`src/rtl/partial_boundary_stitch.sv`:
```
// Snapshot FIFO between a partial module and its consumer, with held replay of lifted outputs.
// Optional drop counter enabled by defining PARTIAL_STITCH_DROP_COUNT_EN.
module partial_boundary_stitch #(
    parameter int WIDTH = 4,
    parameter int DEPTH = 4
) (
    input  logic                       CLK,
    input  logic                       ASYNCRESET,
    input  logic                       flush,
    input  logic                       in_valid,
    input  logic [WIDTH-1:0]           in_data,
    output logic                       in_ready,
    output logic                       out_valid,
    output logic [WIDTH-1:0]           out_data,
    input  logic                       out_ready,
    output logic                       lifted_input0,
    output logic                       lifted_input1,
    output logic [$clog2(DEPTH+1)-1:0] count
`ifdef PARTIAL_STITCH_DROP_COUNT_EN
    ,
    output logic [7:0]                 drop_count
`endif
);

    localparam int PTR_W = $clog2(DEPTH);
    localparam int CNT_W = $clog2(DEPTH+1);
    localparam logic [CNT_W-1:0] DEPTH_C = CNT_W'(DEPTH);

    typedef enum logic [1:0] {
        IDLE  = 2'd0,
        RUN   = 2'd1,
        FLUSH = 2'd2
    } state_t;

    state_t           r_state;
    logic [WIDTH-1:0] r_mem [DEPTH];
    logic [PTR_W-1:0] r_wr_ptr;
    logic [PTR_W-1:0] r_rd_ptr;
    logic [CNT_W-1:0] r_count;
    logic             r_li0;
    logic             r_li1;

    logic w_push;
    logic w_pop;

    // Reset gates in_ready directly so it drops at once and returns on the first cycle after release.
    assign in_ready  = !ASYNCRESET && (r_count < DEPTH_C) && !flush && (r_state != FLUSH);
    assign out_valid = (r_count != '0) && (r_state == RUN);
    assign out_data  = r_mem[r_rd_ptr];

    assign w_push = in_valid && in_ready;
    assign w_pop  = out_valid && out_ready;

    assign count         = r_count;
    assign lifted_input0 = r_li0;
    assign lifted_input1 = r_li1;

    always_ff @(posedge CLK) begin
        if (w_push) begin
            r_mem[r_wr_ptr] <= in_data;
        end
    end

    always_ff @(posedge CLK or posedge ASYNCRESET) begin
        if (ASYNCRESET) begin
            r_state  <= IDLE;
            r_wr_ptr <= '0;
            r_rd_ptr <= '0;
            r_count  <= '0;
            r_li0    <= 1'b0;
            r_li1    <= 1'b0;
        end else if (flush) begin
            r_state  <= FLUSH;
            r_wr_ptr <= '0;
            r_rd_ptr <= '0;
            r_count  <= '0;
        end else begin
            if (w_push) begin
                r_wr_ptr <= r_wr_ptr + PTR_W'(1);
            end
            if (w_pop) begin
                r_rd_ptr <= r_rd_ptr + PTR_W'(1);
                r_li0    <= out_data[0];
                r_li1    <= out_data[1];
            end
            case ({w_push, w_pop})
                2'b10:   r_count <= r_count + CNT_W'(1);
                2'b01:   r_count <= r_count - CNT_W'(1);
                default: r_count <= r_count;
            endcase
            case (r_state)
                IDLE: begin
                    if (w_push) begin
                        r_state <= RUN;
                    end
                end
                RUN: begin
                    if (w_pop && !w_push && (r_count == CNT_W'(1))) begin
                        r_state <= IDLE;
                    end
                end
                FLUSH: begin
                    r_state <= IDLE;
                end
                default: begin
                    r_state <= IDLE;
                end
            endcase
        end
    end

`ifdef PARTIAL_STITCH_DROP_COUNT_EN
    logic [7:0] r_drop_count;

    // Counts refused offers; survives flush, only reset clears it.
    always_ff @(posedge CLK or posedge ASYNCRESET) begin
        if (ASYNCRESET) begin
            r_drop_count <= 8'd0;
        end else if (in_valid && !in_ready && (r_drop_count != 8'hFF)) begin
            r_drop_count <= r_drop_count + 8'd1;
        end
    end

    assign drop_count = r_drop_count;
`endif

endmodule
```
`config.mk`:
```
export PLATFORM = sky130hd
export DESIGN_NAME = partial_boundary_stitch
export DESIGN_NICKNAME = d
export VERILOG_FILES = /design/src/rtl/partial_boundary_stitch.sv
export SDC_FILE = /design/constraint.sdc
export NUM_CORES = 1
export LEC_CHECK = 0
export ABC_AREA = 1
export BUFFER_PORTS_ARGS = -buffer_cell sky130_fd_sc_hd__buf_4
export CAP_MARGIN = 25
export CELL_PAD_IN_SITES_DETAIL_PLACEMENT = 0
export CELL_PAD_IN_SITES_GLOBAL_PLACEMENT = 2
export CORE_MARGIN = 10
export CORE_UTILIZATION = 38
export DETAILED_ROUTE_END_ITERATION = 8
export GPL_ROUTABILITY_DRIVEN = 0
export PLACE_DENSITY_LB_ADDON = 0.1
export SKIP_LAST_GASP = 1
export SYNTH_ARGS = -nofsm -noshare
export SYNTH_HDL_FRONTEND = slang
export SYNTH_SLANG_ARGS = --single-unit
```
`constraint.sdc`:
```
create_clock -name CLK -period 3.1 [get_ports CLK]
set_input_delay 0.465 -clock CLK [delete_from_list [all_inputs] [get_ports CLK]]
set_output_delay 0.465 -clock CLK [all_outputs]
set_load 0.005 [all_outputs]
```
### Word-level counts from Yosys, hierarchy flattened

Memory sizes are Yosys's and may differ from the RTL's.
Index checks and enable logic that the tools add are counted.

| cells by class | value |
|---|---|
| add/subtract/negate cells | 4 |
| $lt $le $gt $ge | 1 |
| equal/unequal tests | 7 |
| multiplexer cells | 12 |
| bitwise logic cells | 1 |
| reduce and logical (&&, ||, !) cells | 18 |

Operators with widths:

| kind | number |
|---|---|
| 2-bit 2-to-1 mux | 7 |
| 1-bit logical AND | 8 |
| 3-bit one-hot mux with 2 select lines | 1 |
| 3-bit nonzero test | 2 |
| 2-bit by 1-bit adder with 2-bit output, second input constant | 2 |
| 2-bit by 1-bit == test with 1-bit output, second input constant | 2 |
| 2-bit one-hot mux with 2 select lines | 1 |
| 2-bit AND reduction | 2 |
| 2-bit nonzero test | 2 |
| 3-bit by 1-bit adder with 3-bit output, second input constant | 1 |
| 3-bit by 1-bit == test with 1-bit output, second input constant | 1 |
| 1-bit logical NOT | 3 |
| 3-bit < comparator, second input constant | 1 |
| 3-bit 2-to-1 mux | 1 |
| 3-bit by 2-bit != test with 1-bit output, second input constant | 1 |
| 3-bit != test, second input constant | 1 |
| 3-bit by 1-bit subtractor with 3-bit output, second input constant | 1 |
| 2-bit == test, second input constant | 1 |
| 2-bit logical NOT | 1 |
| 1-bit 2-to-1 mux | 2 |
| 2-bit != test, second input constant | 1 |
| 1-bit NOT | 1 |

| storage, ports and cells | value |
|---|---|
| register bits | 11 |
| RAM bits | 16 |
| input bits | 9 |
| output and inout bits | 11 |
| memories kept | 1 |

Memory list:

| memory | words | width | rd ports | clocked after memory_dff | wr ports | line | source |
|---|---|---|---|---|---|---|---|
| r_mem | 4 | 4 | 1 | 0 | 1 | 36 | `logic [WIDTH-1:0] r_mem [DEPTH];` |

### Logic depth before layout (Yosys ltp)

| depth | value |
|---|---|
| depth after elaboration | 11 |
| gate-level depth with buffers | 10 |
| depth with buffers taken out | 10 |

### Worst setup path before layout

No wires, ideal clock.

| path | value |
|---|---|
| path type | register to register |
| start | register r_count[2], in the netlist count[2] |
| end | memory r_mem[0][0], enable pin |
| data arrival time | 1.036 ns |
| path slack | 1.735 ns |
| stages on the path, launching flop included | 4 |
| clock period less this slack | 1.365 ns |
| path through | dfrtp_1 nor2_2 nand4_4 nor2_1 |

| between the ends | value |
|---|---|
| word-level cells in the longest chain between the ends | 7 |

Ends and longest elaborated chain:

| element | line | source |
|---|---|---|
| start: declaration | 39 | `logic [CNT_W-1:0] r_count;` |
| start signal: assignment | 87 | `2'b10: r_count <= r_count + CNT_W'(1);` |
| start signal: assignment | 88 | `2'b01: r_count <= r_count - CNT_W'(1);` |
| start signal: assignment | 89 | `default: r_count <= r_count;` |
| 3-bit < comparator | 47 | `assign in_ready = !ASYNCRESET && (r_count < DEPTH_C) && !flush && (r_state != FLUSH);` |
| 1-bit logical AND (3 in series) | 47 |  |
| 1-bit logical AND | 51 | `assign w_push = in_valid && in_ready;` |
| 1-bit 2-to-1 mux | 59 | `if (w_push) begin` |
| 1-bit 2-to-1 mux (not written as such) | 60 | `r_mem[r_wr_ptr] <= in_data;` |
| end: declaration | 36 |  |

No other way between the ends.

### Worst setup path in the final report

| path | value |
|---|---|
| start | register r_rd_ptr[0] |
| end | output port out_data[0] |

| between the ends | value |
|---|---|
| word-level cells in the longest chain between the ends | 1 |

Ends and longest elaborated chain:

| element | line | source |
|---|---|---|
| start: declaration | 38 | `logic [PTR_W-1:0] r_rd_ptr;` |
| start signal: assignment | 82 | `r_rd_ptr <= r_rd_ptr + PTR_W'(1);` |
| memory read 4 x 4 bit | -- |  |
| end: declaration | 14 | `output logic [WIDTH-1:0] out_data,` |

No other way between the ends.

==> results.ini <==
[setup_path]
cp_max_fo=10
end_kind=primary output
critPathKind=reg2out
cp-start-kind=flop
r2r_start=count[2]$_DFFE_PP0P_
r2r_end=r_mem[2][2]$_DFFE_PP_
cp_data_required_time_ns=2.63
arrival_ns=1.54
reg2regPathDepth=3
r2r_slack_ns=1.57

[detailed_routing]
drt_iter0_markers=28
vias=895
wire_per_inst_um=13.1
drt-vias-per-instance=4.57
drc=0
drt_wl_total_um=2560
ant_nets=0
drt_pass1_iterations=4

[timing]
finalSetupTns_ns=0
rsz0062_at_grt=false
setup_viol=0
min_period_ns=2.01
tightest_slew_ns=0.433
slew_violations=0
post-route-period-util_pct=64.7
setup_ws_ns=1.09
skew_ns=0.0117
relSlewSlack_pct=71.1
max_freq_mhz=498
hold_violations=0

[floorplan]
start_util_pct=39.4
dieHeight_um=79.0
std_cell_rows=21
io_pins=20
die_area_um2=6240
die_w_um=79.0
coreArea_um2=3360

[global_route]
grt_max_degree=18
grt_pass1_vias=909
grt_overflow=0
grt_pass1_wl_um=4320
track_usage_pct=8.58
antenna_found_initial=0

[logic_synthesis]
synthCells=129
post_synth_mux_area_share_pct=0
synth_most_common_cell=nand2_1
synth_edf_count=16
syn_nets=146
synth_area_um2=1320
synthXorXnorAreaFrac_pct=1.32
synth_compound_area_share_pct=8.60
seq_area_frac_synth_pct=57.1
post-synth-top-area-cell=edfxtp_1
async_flop_share_pct=40.7
synth_seq_cells=27
synth_area_per_cell_um2=10.3
synthTopCellsByArea=edfxtp_1, dfrtp_1, ha_1
synth-simple-area-share_pct=19.6
synth_top_area_share_pct=36.3
ys_top_cells_by_count=nand2_1, edfxtp_1, inv_1, nor2_1, o21ai_0
synthAdderAreaFrac_pct=7.56
synth_top_family_by_area=simple AND/OR/NAND/NOR gates
synth_ff_type=edfxtp_1
yosys_warnings=0
synth.distinct_cells=24

[cells_and_area]
seq_area_um2=756
fill_cells=367
diodes=0
multi_input_area_um2=490
design_area_um2=1550
drive_above_1_share_pct=24.7
layout.nets=168
syn_to_final_growth_pct=16.8

[placed_design]
place_ws_ns=1.47
place_hpwl_um=2110
port_buffers=19
place_area_um2=1520

[power]
internal_power_mw=0.482
p_comb_share_pct=13.4
power_per_cell_area_nw_per_um2=420
pwr-share-seq_pct=61.5
switching_share_pct=25.7
peakVddDrop_mv=0.192
clkPwrFrac_pct=25.0
p_switching_mw=0.167
p_leak_nw=0.680
total_power_mw=0.649

[cts]
cts_max_level=1
cts_setup_buffers=0
cts_resized=0
clk_pin_slew_worst_paths_ns=0.16
clockRootBuffer=clkbuf_4
numCtsBuffers=3
cts.sinks=27
clock_path_buffers=2
clk_latency_ns=0.33
postCtsHoldBufs=0
cts_tree=done

[run_status]
outcome=finished clean

[hold_path]
hold_path.class=in2async

[flow_run]
drv_cap=0

## worst max-delay path: stages, from the launching register on
cell and delay [ns]:
dfrtp_1 0.54, inv_1 0.20, o21ai_0 0.20, o22ai_1 0.12, buf_4 0.15
## worst max-delay path by stage
stage	start	end	slack [ns]	cells past startpoint
final	r_rd_ptr[0]$_DFFE_PP0P_	out_data[0]	1.09	4
after CTS	r_rd_ptr[0]$_DFFE_PP0P_	out_data[0]	1.07	4
after floorplan	count[2]$_DFFE_PP0P_	r_mem[0][0]$_DFFE_PP_	1.73	3
after global placement	r_rd_ptr[0]$_DFFE_PP0P_	out_data[1]	1.46	4
after global routing	r_rd_ptr[0]$_DFFE_PP0P_	out_data[1]	0.89	4
after detailed placement	r_rd_ptr[0]$_DFFE_PP0P_	out_data[0]	1.47	4
## stage by stage
step           utilization [%]  hold WS (ns)  std cells
5_1_grt                   46.0         0.127        196
2_1_floorplan                -         0.317        129
6_report                  46.0         0.117        196
4_1_cts                   46.0         0.135        196
3_3_place_gp              45.1         0.482        192
3_5_place_dp              45.1         0.487        192
## placed cells by master (no fill, tap or decap), types with 2 or more instances in the layout
cell type  instances
nand2_1           21
a21oi_1            3
dfrtp_1           11
o22ai_1            4
clkbuf_4           3
nand2_2            3
buf_4             19
nand3_1            3
ha_1               8
inv_1             15
o21ai_0           13
nor2_2             3
edfxtp_1          16
inv_2              2
nor2_1            15
xnor2_1            2
## flip-flops by register name, indices dropped and copies added (netlist names)
name           cells
r_wr_ptr           2
lifted_input1      1
r_mem             16
count              3
lifted_input0      1
r_state            2
r_rd_ptr           2
## power groups by stage
| stage | combinational (mW) | sequential (mW) | clock [mW] |
|---|---|---|---|
| 2_1_floorplan | 0.0534 | 0.406 | 0 |
| 3_3_place_gp | 0.0905 | 0.407 | 0 |
| 3_5_place_dp | 0.0896 | 0.407 | 0 |
| 4_1_cts | 0.0897 | 0.400 | 0.167 |
| 5_1_grt | 0.0989 | 0.402 | 0.191 |
| 6_report | 0.0873 | 0.399 | 0.163 |
## kinds of logic (layout without fill, tap and decap cells)
logic type / after synthesis / after routing
XOR/XNOR: 2 / 2
AO/OA/AOI/OAI: 21 / 21
adder cells (fa/ha/maj): 8 / 8
flip-flops: 27 / 27
buffers and inverters: 20 / 41
AND/OR/NAND/NOR: 51 / 51
## final cells by class
cell class                 instances  share of cell area, %
clock buffer                       3                   1.46
multi-input combinational         82                   31.7
timing repair buffer              19                   9.22
inverter                          18                   4.45
sequential                        27                   48.9
tap                               46                   3.72
clock inverter                     1                  0.566
## routing by layer
layer,GRT usage (%),wire (um)
met1,11.4,1190
met2,13.0,1240
met3,2.25,98
met4,3.23,38
met5,0,0
No activity file was read; power rests on OpenSTA's default activity.
